## src/rtl/video_bar_ctrl.sv

```systemverilog
// Frame-synchronous control registers for the bar pattern generator: shadow/active
// register pairs, optional auto-cycling of the pattern mode, band select and RGB mux.
module video_bar_ctrl #(
   parameter int         FRAME_CNT_W  = 8,
   parameter logic [1:0] DEFAULT_MODE = 2'd0,
   parameter int         H_SIZE       = 10,
   parameter int         V_SIZE       = 10,
   parameter int         V_DISPLAY    = 480
) (
   input  logic              clk,
   input  logic              rst,
   input  logic              wr_en,
   input  logic              wr_addr,
   input  logic [31:0]       wr_data,
   input  logic              frame_start,
   input  logic [H_SIZE-1:0] hc,
   input  logic [V_SIZE-1:0] vc,
   input  logic [11:0]       gen_rgb,
   input  logic [11:0]       in_rgb,
   output logic [1:0]        band_sel,
   output logic [11:0]       out_rgb,
   output logic [1:0]        cur_mode,
   output logic              bar_en
);

   localparam logic [V_SIZE-1:0] BAND1_Y = V_SIZE'(V_DISPLAY / 3);
   localparam logic [V_SIZE-1:0] BAND2_Y = V_SIZE'((V_DISPLAY / 3) * 2);

   logic                   sh_en, sh_auto;
   logic [1:0]             sh_mode;
   logic [FRAME_CNT_W-1:0] sh_period;
   logic                   act_en;
   logic [1:0]             act_mode;
   logic [FRAME_CNT_W-1:0] frame_cnt;
   logic [FRAME_CNT_W-1:0] eff_m1;
   logic                   pending;

   // hc is only carried for symmetry with the generator; upper write bits are reserved
   logic unused_bits;
   assign unused_bits = ^{hc, wr_data};

   // A period of 0 behaves as 1, so the terminal count is 0 in both cases
   assign eff_m1 = (sh_period == '0) ? '0 : sh_period - 1'b1;

   always_ff @(posedge clk) begin
      if (rst) begin
         sh_en     <= 1'b0;
         sh_auto   <= 1'b0;
         sh_mode   <= DEFAULT_MODE;
         sh_period <= FRAME_CNT_W'(60);
         act_en    <= 1'b0;
         act_mode  <= DEFAULT_MODE;
         frame_cnt <= '0;
         pending   <= 1'b0;
      end else begin
         if (frame_start) begin
            act_en   <= sh_en;
            act_mode <= sh_mode;
            pending  <= 1'b0;
            if (pending || !sh_auto) begin
               frame_cnt <= '0;
            end else if (frame_cnt >= eff_m1) begin
               // advanced mode goes back to shadow so a PERIOD-only write keeps it
               act_mode  <= sh_mode + 2'd1;
               sh_mode   <= sh_mode + 2'd1;
               frame_cnt <= '0;
            end else begin
               frame_cnt <= frame_cnt + 1'b1;
            end
         end
         // Placed after the commit so a write on the frame_start cycle lands in
         // shadow and stays pending for the following frame
         if (wr_en) begin
            if (!wr_addr) begin
               sh_en   <= wr_data[0];
               sh_auto <= wr_data[1];
               sh_mode <= wr_data[3:2];
               pending <= 1'b1;
            end else begin
               sh_period <= wr_data[FRAME_CNT_W-1:0];
            end
         end
      end
   end

   always_comb begin
      band_sel = 2'd0;
      case (act_mode)
         2'd0: begin
            if (vc < BAND1_Y)      band_sel = 2'd0;
            else if (vc < BAND2_Y) band_sel = 2'd1;
            else                   band_sel = 2'd2;
         end
         2'd1:    band_sel = 2'd0;
         2'd2:    band_sel = 2'd1;
         default: band_sel = 2'd2;
      endcase
   end

   always_ff @(posedge clk) begin
      if (rst) out_rgb <= '0;
      else     out_rgb <= act_en ? gen_rgb : in_rgb;
   end

   assign cur_mode = act_mode;
   assign bar_en   = act_en;

endmodule

```

## config.mk

```make
export PLATFORM = sky130hd
export DESIGN_NAME = video_bar_ctrl
export DESIGN_NICKNAME = d
export VERILOG_FILES = /design/src/rtl/video_bar_ctrl.sv
export SDC_FILE = /design/constraint.sdc
export NUM_CORES = 1
export LEC_CHECK = 0
export CORE_MARGIN = 10
export CORE_UTILIZATION = 33
export DETAILED_ROUTE_END_ITERATION = 12
export PLACE_DENSITY = 0.68
export RECOVER_POWER = 100
export SLEW_MARGIN = 20
export SYNTH_ARGS = -nofsm -noshare
export SYNTH_HDL_FRONTEND = slang
export SYNTH_SLANG_ARGS = --single-unit
export TNS_END_PERCENT = 1
```

## constraint.sdc

```tcl
create_clock -name clk -period 5.6 [get_ports clk]
set_input_delay 1.68 -clock clk [delete_from_list [all_inputs] [get_ports clk]]
set_output_delay 1.68 -clock clk [all_outputs]
set_load 0.02 [all_outputs]
```

Word level (Yosys, flattened, before mapping)
Cells that the tools add are included. W data, S select, Z words.

Add/subtract/negate cells: 3. Equality and inequality tests: 2. Magnitude comparators: 3. Multiplexer cells: 15. Reduce and logical (&&, ||, !) cells: 6. Bitwise gates (word level): 1.

Operator list (number): $mux W8 (3); $mux W2 (7); $mux W12 (1); $lt A10 B8 Y1 const B (1); $lt A10 B9 Y1 const B (1); $add A8 B1 Y8 const B (1); $ge A8 B8 Y1 (1); $logic_not A8 Y1 (1); $sub A8 B1 Y8 const B (1); $pmux W2 S3 (1); $reduce_and A2 Y1 (2); $mux W1 (3); $add A2 B1 Y2 const B (1); $eq A2 B1 Y1 const B (1); $eq A2 B2 Y1 const B (1); $logic_not A2 Y1 (1); $logic_not A1 Y1 (1); $logic_or A1 B1 Y1 (1); $not A1 Y1 (1).

Register bits after elaboration: 36. Output and inout port bits: 17. Input bits: 81. Word-level logic and storage cells: 39.

Longest topological paths before layout
Gate-level depths: netlist of the first run.

Depth in word-level cells: 8. Depth in mapped cells: 12. Mapped depth without buffers: 11.

Worst setup path before layout of the first run
OpenSTA, ideal clock, no wires.

Path type: input to output. Start point: in vc[6]. End point: out band_sel[0]. Path buffers: 0. Required time: 3920 ps. Setup slack: 1612 ps. Stages on the path: 5. Data arrival time: 2308 ps. Cells stage by stage: nor2_1 nor2_1 a22o_1 nand2_1 mux2i_1.

Cells in the longest elaborated chain, start to end: 4. Elaborated cells between the ends (all ways): 5. Classes of those cells: order compare: 2; mux: 3.

Ends and longest elaborated chain: start, declared (RTL line 17) `input logic [V_SIZE-1:0] vc,`; $lt A10 B9 Y1 (RTL line 91) `else if (vc < BAND2_Y) band_sel = 2'd1;`; $mux W2 (RTL line 91); $mux W2 * (RTL line 90) `if (vc < BAND1_Y) band_sel = 2'd0;`; $pmux W2 S3 * (RTL line 88) `case (act_mode)`; end, declared (RTL line 20) `output logic [1:0] band_sel,`.

Mark *: on every way between the ends. The rest lies on a longest branch, timed or not.

Worst setup path in the final report of the first run
Same ends and word-level chain as after synthesis.

==> results of run 1 <==
-- worst register-to-register path: stages (launching register included) --
cell	delay [ns]
dfxtp_1	0.36
nor4_1	0.36
nor2b_1	0.25
nand3b_1	0.21
and2_1	0.23
ha_1	0.27
nand2b_4	0.13
a2111o_1	0.48
a21oi_2	0.48
o211ai_1	0.17
a31oi_1	0.19
-- layout make-up --
class | instances | area [um2] | area share, %
clock inverter | 2 | 35.03 | 1.301
multi-input combinational | 169 | 1156 | 42.94
timing repair buffer | 59 | 584.3 | 21.70
inverter | 8 | 30.03 | 1.115
clock buffer | 6 | 72.57 | 2.695
sequential | 36 | 720.7 | 26.77
tap | 75 | 93.84 | 3.485
-- sequential cells by signal, indices dropped and copies added (netlist names) --
signal / flops
sh_mode: 2
sh_en: 1
sh_auto: 1
cur_mode: 2
frame_cnt: 8
bar_en: 1
sh_period: 8
pending: 1
out_rgb: 12
-- metal layers --
metal	part of all wire [%]	vias to the layer above
li1	-	909
met1	42	804
met2	47	42
met3	9.5	7
met4	1.2	0
met5	0	-
-- placed cells by master (no fill, tap or decap), types with 3 or more instances in the layout --
cell type / count
a21oi_1: 11
nand4b_1: 3
nand2b_1: 11
dlygate4sd3_1: 18
inv_1: 8
a31oi_1: 6
nand3_1: 11
nand3b_1: 7
clkbuf_8: 5
nor2b_1: 4
nor3_1: 4
and3_1: 7
nor2_1: 24
mux2i_1: 17
nand4_1: 3
o21ai_0: 5
clkdlybuf4s50_1: 40
ha_1: 11
nand2_1: 16
dfxtp_1: 36
a211o_1: 4
-- through the flow --
step / util [%] / setup slack (ns)
floorplan: - / 1.612
global placement: 44.25 / 0.6897
detailed placement: 44.25 / 0.6359
CTS: 46.09 / 0.6356
global route: 46.02 / 0.5164
finish: 46.02 / 0.6093
-- path summary, 6_finish.rpt --
| path | start | end | cells after the start |
|---|---|---|---|
| hold reg to reg | sh_period[6] | sh_period[6] | 2 |
| setup reg to reg | sh_period[2] | frame_cnt[6] | 10 |
| setup / recovery | vc[6] | band_sel[0] | 7 |
| hold / removal | sh_period[6] | sh_period[6] | 2 |
-- power by group --
group          leakage [nW]  switching, mW  internal, mW
clock                0.0552         0.0971         0.132
sequential            0.296        0.00805         0.267
combinational         0.685         0.0455        0.0568
-- cell usage after synthesis, drive strengths merged --
cell / count / area (um2)
nand2b: 12 / 82.58
and3: 7 / 43.79
a2111o: 1 / 11.26
xnor2: 2 / 17.52
nand2: 16 / 60.06
and2: 2 / 12.51
nor4bb: 1 / 10.01
nor2b: 4 / 25.02
nand4: 3 / 18.77
nand3b: 7 / 52.55
mux2i: 17 / 170.2
nor3b: 1 / 7.510
nand3: 11 / 55.05
a31oi: 7 / 58.81
nor3: 4 / 20.02
or3: 2 / 12.51
a21oi: 13 / 72.57
o21ai: 6 / 30.02
ha: 11 / 137.6
a311oi: 3 / 38.79
a32oi: 1 / 8.760
a311o: 1 / 11.26
nand4b: 3 / 26.28
xor2: 2 / 17.52
clkbuf: 8 / 30.03
inv: 8 / 30.03
nor4: 1 / 6.260
nor2: 24 / 90.09
o211ai: 2 / 15.01
buf: 4 / 25.02
a211o: 4 / 35.03
dfxtp: 36 / 720.7
a22o: 1 / 8.760
-- cells by family after synthesis --
logic type / synth area share (%)
compound gates: 14.80
xor+xnor: 1.786
fa+ha+maj: 7.015
buf+inv: 4.337
flops: 36.73
mux: 8.673
simple gates: 26.66
==> summary.md, run 1 <==
| Metric | Value |
|---|---|
| DP HPWL | `3.577 mm` |
| Met2 usage | `15.95%` |
| Vias in the first global route | `1769` |
| R2R Setup Slk | `2.38 ns` |
| Core area | `0.005851 mm2` |
| CTS resizes | `0` |
| DR iter-0 viols | `72` |
| Crit path buf inv count | `2` |
| Global placer's final weighted congestion | `0.7050` |
| Final Hold Slack | `0.4811 ns` |
| Max_slew headroom | `-13.40%` |
| Nets | `371` |
| CTS Root Buffer Type | `clkbuf_8` |
| Clk slew on worst S/H paths | `0.07 ns` |
| Crit path time final | `4.991 ns` |
| Initial antenna violation count | `0` |
| M3 GR Usage | `5.477%` |
| Pwr dens | `225.4 mW/mm2` |
| Failing checks | `max-capacitance violations, max-slew violations` |
| CTS tree | `built` |
| CP max stage delay | `0.69 ns` |
| DRT Pass-1 Iters | `4` |
| Non-Filler Instances | `355` |
| Grt met1 use | `10.85%` |
| CP most frequent cell | `nor2_1` |
| Global-route wire length before repair | `8.017 mm` |
| Delay-heaviest family, CP | `buffers and inverters` |
| LEAKAGE | `1.036 nW` |
| # DRC | `0` |
| Placed cell areas | `0.002589 mm2` |
| Skew final | `0.005101 ns` |
| Mapped Nets | `317` |
| Fill cells | `563` |
| Dpl cells | `347` |
| Sequential area share after synthesis | `36.73%` |
| Max VDD drop | `0.2400 mV` |
| Layout cells sized above 1 | `5.000%` |
| Antenna-violating nets left | `0` |
| # setup viols final | `0` |
| Hold Fails Final Rpt | `0` |
| Gr ovfl total | `0` |
| Distinct cells, synth | `40` |
| CP Class | `in -> out` |
| Initial core utilization | `33.53%` |
| Sum Neg Setup Slack | `0 ns` |
| Post-CTS setup buffers | `0` |
| Critical path, cell by cell | `clkdlybuf4s50_1 > nor2_1 > nor2_1 > a22o_1 > nand2_1 > mux2i_1 > dlygate4sd3_1` |
| Via count | `1762` |
| Worst-Margin Slew | `1.701 ns` |
| Pwr Total | `0.6070 mW` |
| Final instance area | `0.002693 mm2` |
| WL/cell | `13.03 um` |
| Routed wire length | `4.625 mm` |
| RSZ-0062 raised after global routing | `false` |
| Final antenna diode count | `0` |
| Die area | `0.009429 mm2` |
| Drt via density | `4.963` |
| Row count | `28` |
| Max Clock Freq | `200.4 MHz` |
| Outcome | `finished, violations left` |
| Slowest CP cell | `dlygate4sd3_1` |
| Worst endpoint required time | `3.92 ns` |
| Cell area after synthesis | `0.001962 mm2` |
| Worst skew pair latency | `0.29 ns` |
| Post-Syn Instances | `225` |
| Io pins | `98` |
| HP Class | `reg -> reg` |
| Crit Path Max Fanout | `3` |
| Chip height | `97.11 um` |
| Ys Warns | `0` |
| CTS Hold Bufs | `0` |
| Area Overhead vs Synth | `37.24%` |
| Worst Setup End Kind | `primary output` |
| PortBufs | `58` |
| Maxcap violations | `1` |
| H-tree depth | `2` |
| Worst EP arrival | `3.31 ns` |
| Startpoint Class | `input pin` |
| Clock sinks | `36` |
| Final Slew Violations | `39` |
| Bufs on Longest Clock Path | `2` |
| Die W | `97.11 um` |
| Avg Synthesized Cell Area | `8.719 um2` |
| Number of buffers created by CTS | `5` |
| Largest net degree at the start of global routing | `39` |
| Flops & latches, synth | `36` |
| Gr busiest metal | `met2` |
| Total track usage | `9.902%` |
| Period utilisation layout | `89.12%` |
Power figures use the tool's default switching activity.
==> run 2, diff against run 1 <==
--- a/config.mk
+++ b/config.mk
@@ -6,9 +6,8 @@
 export NUM_CORES = 1
 export LEC_CHECK = 0
 export CORE_MARGIN = 10
-export CORE_UTILIZATION = 33
+export CORE_UTILIZATION = 25
 export DETAILED_ROUTE_END_ITERATION = 12
-export PLACE_DENSITY = 0.68
 export RECOVER_POWER = 100
 export SLEW_MARGIN = 20
 export SYNTH_ARGS = -nofsm -noshare
==> run 2 against run 1 <==
Effect of this change: the flow still finishes with violations (max-capacitance violations, max-slew violations); sequential share of layout area fell by 0.37 points; global-route usage fell by 1.7 points; sequential power barely moved; clock power barely moved; flip-flop and latch count did not move; largest cell class unchanged; largest power group unchanged.
==> summary.md, run 2 (synthesis results as in run 1) <==
| Metric | Value |
|---|---|
| Crit path time final | `4.984 ns` |
| Via count | `1767` |
| CTS resizes | `0` |
| Layout cells sized above 1 | `5.357%` |
| Sum Neg Setup Slack | `0 ns` |
| # setup viols final | `0` |
| DP HPWL | `3.785 mm` |
| Chip height | `108.6 um` |
| Worst endpoint required time | `3.92 ns` |
| Outcome | `finished, violations left` |
| Largest net degree at the start of global routing | `39` |
| Post-CTS setup buffers | `0` |
| Reg2Reg Depth | `10` |
| DRT Pass-1 Iters | `4` |
| Worst skew pair latency | `0.29 ns` |
| DR iter-0 viols | `59` |
| Antenna-violating nets left | `0` |
| Die area | `0.01179 mm2` |
| Maxcap violations | `1` |
| WL/cell | `12.93 um` |
| Io pins | `98` |
| Worst Setup End Kind | `primary output` |
| Clock sinks | `36` |
| Most frequent cells in the layout | `clkdlybuf4s50_1 (40), dfxtp_1 (36), nor2_1 (24)` |
| Clk slew on worst S/H paths | `0.08 ns` |
| Period utilisation layout | `89.00%` |
| CTS Hold Bufs | `0` |
| Die W | `108.6 um` |
| Row count | `32` |
| Gr ovfl total | `0` |
| CP Class | `in -> out` |
| Bufs on Longest Clock Path | `2` |
| Storage element area | `720.7 um2` |
| Nets | `371` |
| Top reg by flops | `out_rgb` |
| Global placer's final weighted congestion | `0.7272` |
| Final core occ | `35.51%` |
| Failing checks | `max-capacitance violations, max-slew violations` |
| Worst-Margin Slew | `1.719 ns` |
| Max VDD drop | `0.1100 mV` |
| Pwr dens | `223.6 mW/mm2` |
| Area Overhead vs Synth | `39.16%` |
| Max Clock Freq | `200.6 MHz` |
| Skew final | `0.005751 ns` |
| RSZ-0062 raised after global routing | `false` |
| Final Slew Violations | `39` |
| Startpoint Class | `input pin` |
| Routed wire length | `4.940 mm` |
| Crit Path Max Fanout | `3` |
| Initial core utilization | `25.52%` |
| HP Class | `reg -> reg` |
| PortBufs | `58` |
| CTS tree | `built` |
| Max_slew headroom | `-14.63%` |
| CTS Root Buffer Type | `clkbuf_8` |
| Multi-input logic area | `0.001156 mm2` |
| Core area | `0.007687 mm2` |
| Number of buffers created by CTS | `5` |
| Drt via density | `4.626` |
| Vias in the first global route | `1710` |
| LEAKAGE | `1.035 nW` |
| Total track usage | `8.189%` |
| Initial antenna violation count | `0` |
| Worst Hold Depth | `2` |
| Most common cell after layout, fill and taps aside | `clkdlybuf4s50_1` |
| Global-route wire length before repair | `7.866 mm` |
| Hold Fails Final Rpt | `0` |
| # DRC | `0` |
| H-tree depth | `2` |
| Regs by FF count | `out_rgb: 12 flops, frame_cnt: 8 flops, sh_period: 8 flops` |
| Worst EP arrival | `3.30 ns` |
| Max reg flops | `12` |
| Final antenna diode count | `0` |
| Fill cells | `793` |
run 2: layout make-up:
cell class / instances / share of cell area [%]
Multi-Input combinational cell: 169 / 42.35
Sequential cell: 36 / 26.40
Timing Repair Buffer: 59 / 21.40
Tap cell: 102 / 4.675
Clock buffer: 5 / 2.521
Clock inverter: 3 / 1.558
Inverter: 8 / 1.100
run 2: final timing paths:
kind / startpoint / endpoint / slack, ns
max: vc[6] / band_sel[0] / 0.62
min: sh_period[1] / sh_period[1] / 0.49
min reg2reg: sh_period[1] / sh_period[1] / 0.49
max reg2reg: sh_period[2] / frame_cnt[3] / 2.37
run 2: worst max-delay path: stages:
cell and delay, ns:
clkdlybuf4s50_1 0.49, nor2_1 0.06, nor2_1 0.08, a22o_1 0.12
nand2_1 0.05, mux2i_1 0.12, dlygate4sd3_1 0.71
run 2: report_power, final:
| part | leakage [nW] | switching, mW | internal, mW | total (mW) |
|---|---|---|---|---|
| clock network | 0.0541 | 0.0995 | 0.132 | 0.231 |
| logic | 0.685 | 0.0471 | 0.0569 | 0.104 |
| registers | 0.296 | 0.00787 | 0.267 | 0.275 |
run 2: metal layers:
metal / up-vias / track usage (%) / wire, um
li1: 906 / - / -
met1: 808 / 8.987 / 2154
met2: 48 / 13.06 / 2238
met3: 5 / 4.997 / 509
met4: 0 / 2.260 / 37
met5: - / 0 / 0
run 2: stage by stage:
step	instance area (um2)	hold WS, ns	instances	setup WS (ns)	total power, mW
4_1_cts	2734	0.4867	382	0.6624	0.6243
3_5_place_dp	2623	0.4762	374	0.6630	0.3900
2_1_floorplan	1962	0.4493	225	1.612	0.3345
5_1_grt	2730	0.5033	382	0.4934	0.6423
3_3_place_gp	2623	0.4688	374	0.6844	0.3879
6_report	2730	0.4854	382	0.6159	0.6104
==> run 3, diff against run 2 <==
--- a/config.mk
+++ b/config.mk
@@ -5,6 +5,7 @@
 export SDC_FILE = /design/constraint.sdc
 export NUM_CORES = 1
 export LEC_CHECK = 0
+export CORE_ASPECT_RATIO = 1.75
 export CORE_MARGIN = 10
 export CORE_UTILIZATION = 25
 export DETAILED_ROUTE_END_ITERATION = 12
==> run 3 against run 2 <==
Effect of this change: the flow now finishes without violations; critical path depth did not move; sequential share of layout area decreased by 0.12 points; non-clock buffer count is the same; critical path type unchanged; highest routed layer unchanged.
==> summary.md, run 3 (synthesis results as in run 1) <==
| Metric | Value |
|---|---|
| LEAKAGE | `1.057 nW` |
| Initial core utilization | `25.75%` |
| Drt via density | `4.891` |
| Clk slew on worst S/H paths | `0.06 ns` |
| Fill cells | `756` |
| Largest net degree at the start of global routing | `26` |
| Vias in the first global route | `1904` |
| Global placer's final weighted congestion | `0.7657` |
| Final Slew Violations | `0` |
| Antenna-violating nets left | `0` |
| Max Clock Freq | `200.1 MHz` |
| R2R Setup Slk | `2.07 ns` |
| RSZ-0062 raised after global routing | `false` |
| Nets | `371` |
| Bufs on Longest Clock Path | `2` |
| Hold Fails Final Rpt | `0` |
| Crit path buf inv count | `2` |
| CTS resizes | `0` |
| Most frequent cells in the layout | `clkdlybuf4s50_1 (40), dfxtp_1 (36), nor2_1 (24)` |
| Maxcap violations | `0` |
| WL/cell | `13.65 um` |
| Worst skew pair latency | `0.28 ns` |
| Logic gate share of total power | `14.5%` |
| Setup WS pre-CTS | `0.6359 ns` |
| HP Class | `reg -> reg` |
| Critical path, cell by cell | `clkdlybuf4s50_1 > nor2_1 > nor2_1 > a22o_1 > nand2_1 > mux2i_1 > dlygate4sd3_1` |
| Crit path time final | `4.997 ns` |
| Max reg flops | `12` |
| Worst Setup End Kind | `primary output` |
| Worst-Margin Slew | `1.101 ns` |
| Io pins | `98` |
| Final worst slack | `0.6030 ns` |
| DP HPWL | `3.972 mm` |
| Hold Path Sink | `sh_period[6]` |
| CP max stage delay | `0.69 ns` |
| Worst Hold Depth | `2` |
| CP Class | `in -> out` |
| Global-route wire length before repair | `8.742 mm` |
| Slowest CP cell | `dlygate4sd3_1` |
| Pwr dens | `254.0 mW/mm2` |
| Skew final | `0.005552 ns` |
| Worst endpoint required time | `3.92 ns` |
| DRT Pass-1 Iters | `4` |
| Routed wire length | `5.023 mm` |
| Outcome | `complete, no violations` |
| Clock network fraction of total power | `45.9%` |
| CTS Hold Bufs | `0` |
| Total track usage | `8.947%` |
| Sw power | `0.1641 mW` |
| Internal power | `0.5325 mW` |
| CP most frequent cell | `nor2_1` |
| Gr ovfl total | `0` |
| Clock sinks | `36` |
| Layout cells sized above 1 | `4.286%` |
| Worst EP arrival | `3.32 ns` |
| Core area | `0.007620 mm2` |
| Sum Neg Setup Slack | `0 ns` |
| Hold Crit Start | `sh_period[6]` |
| Most common cell after layout, fill and taps aside | `clkdlybuf4s50_1` |
| Row count | `42` |
| CTS Root Buffer Type | `clkbuf_16` |
| Period utilisation layout | `89.23%` |
| # setup viols final | `0` |
| Max_slew headroom | `26.63%` |
| PortBufs | `58` |
| Chip height | `137.2 um` |
| Via count | `1800` |
| Regs by FF count | `out_rgb: 12 flops, frame_cnt: 8 flops, sh_period: 8 flops` |
| Reg2Reg Depth | `10` |
| Delay-heaviest family, CP | `buffers and inverters` |
| DR iter-0 viols | `93` |
| H-tree depth | `2` |
| Flop pwr share | `39.6%` |
| Initial antenna violation count | `0` |
| Max VDD drop | `0.1605 mV` |
| Switch share | `23.55%` |
| # DRC | `0` |
| Die area | `0.01193 mm2` |
| Top reg by flops | `out_rgb` |
| Final antenna diode count | `0` |
| CTS tree | `built` |
| Startpoint Class | `input pin` |
| Worst R2R End | `frame_cnt[7]` |
| Area Overhead vs Synth | `39.80%` |
| Number of buffers created by CTS | `5` |
| Die W | `86.97 um` |
| Post-CTS setup buffers | `0` |
| Reg-to-reg critical path startpoint | `sh_period[2]` |
| Crit Path Max Fanout | `3` |
| Final core occ | `35.99%` |
[run 3: power groups by stage]
| stage | sequential [mW] | clock [mW] | combinational (mW) |
|---|---|---|---|
| CTS | 0.276 | 0.330 | 0.108 |
| finish | 0.276 | 0.320 | 0.101 |
| floorplan | 0.287 | 0 | 0.0474 |
| global placement | 0.281 | 0 | 0.106 |
| detailed placement | 0.282 | 0 | 0.108 |
| global route | 0.278 | 0.338 | 0.113 |
[run 3: stage by stage]
stage | std cells | instance area [um2] | hold slack (ns) | power [mW]
2_1_floorplan | 225 | 1962 | 0.4493 | 0.3345
3_3_place_gp | 360 | 2605 | 0.4641 | 0.3872
3_5_place_dp | 360 | 2605 | 0.4731 | 0.3897
4_1_cts | 368 | 2773 | 0.4813 | 0.7147
5_1_grt | 368 | 2743 | 0.5020 | 0.7280
6_report | 368 | 2743 | 0.4775 | 0.6966
[run 3: routing by layer]
layer	part of all wire [%]	wire length [um]	GRT usage, %
met5	0	0	0
met4	2.3	118	4.792
met3	5.9	295	2.779
met2	53	2673	15.90
met1	39	1936	8.942
[run 3: worst min-delay path, cell delays in order (launching register included)]
cell and delay [ns]:
dfxtp_1 0.32, nand2_1 0.06, a21oi_1 0.05
[run 3: how the worst max path moves through the flow]
stage	start	endpoint	slack [ns]	cells past startpoint
5_1_grt	vc[6]	band_sel[0]	0.51	7
2_1_floorplan	vc[6]	band_sel[0]	1.61	5
3_3_place_gp	vc[6]	band_sel[0]	0.67	7
4_1_cts	vc[6]	band_sel[0]	0.62	7
3_5_place_dp	vc[6]	band_sel[0]	0.64	7
6_report	vc[6]	band_sel[0]	0.60	7
[run 3: area by class of cell]
type / count / area, um2 / area share [%]
Tap cell: 88 / 110.1 / 4.015
Timing Repair Buffer: 59 / 584.3 / 21.30
Inverter: 8 / 30.03 / 1.095
Clock buffer: 5 / 125.1 / 4.562
Sequential cell: 36 / 720.7 / 26.28
Multi-Input combinational cell: 169 / 1130 / 41.20
Clock inverter: 3 / 42.54 / 1.551
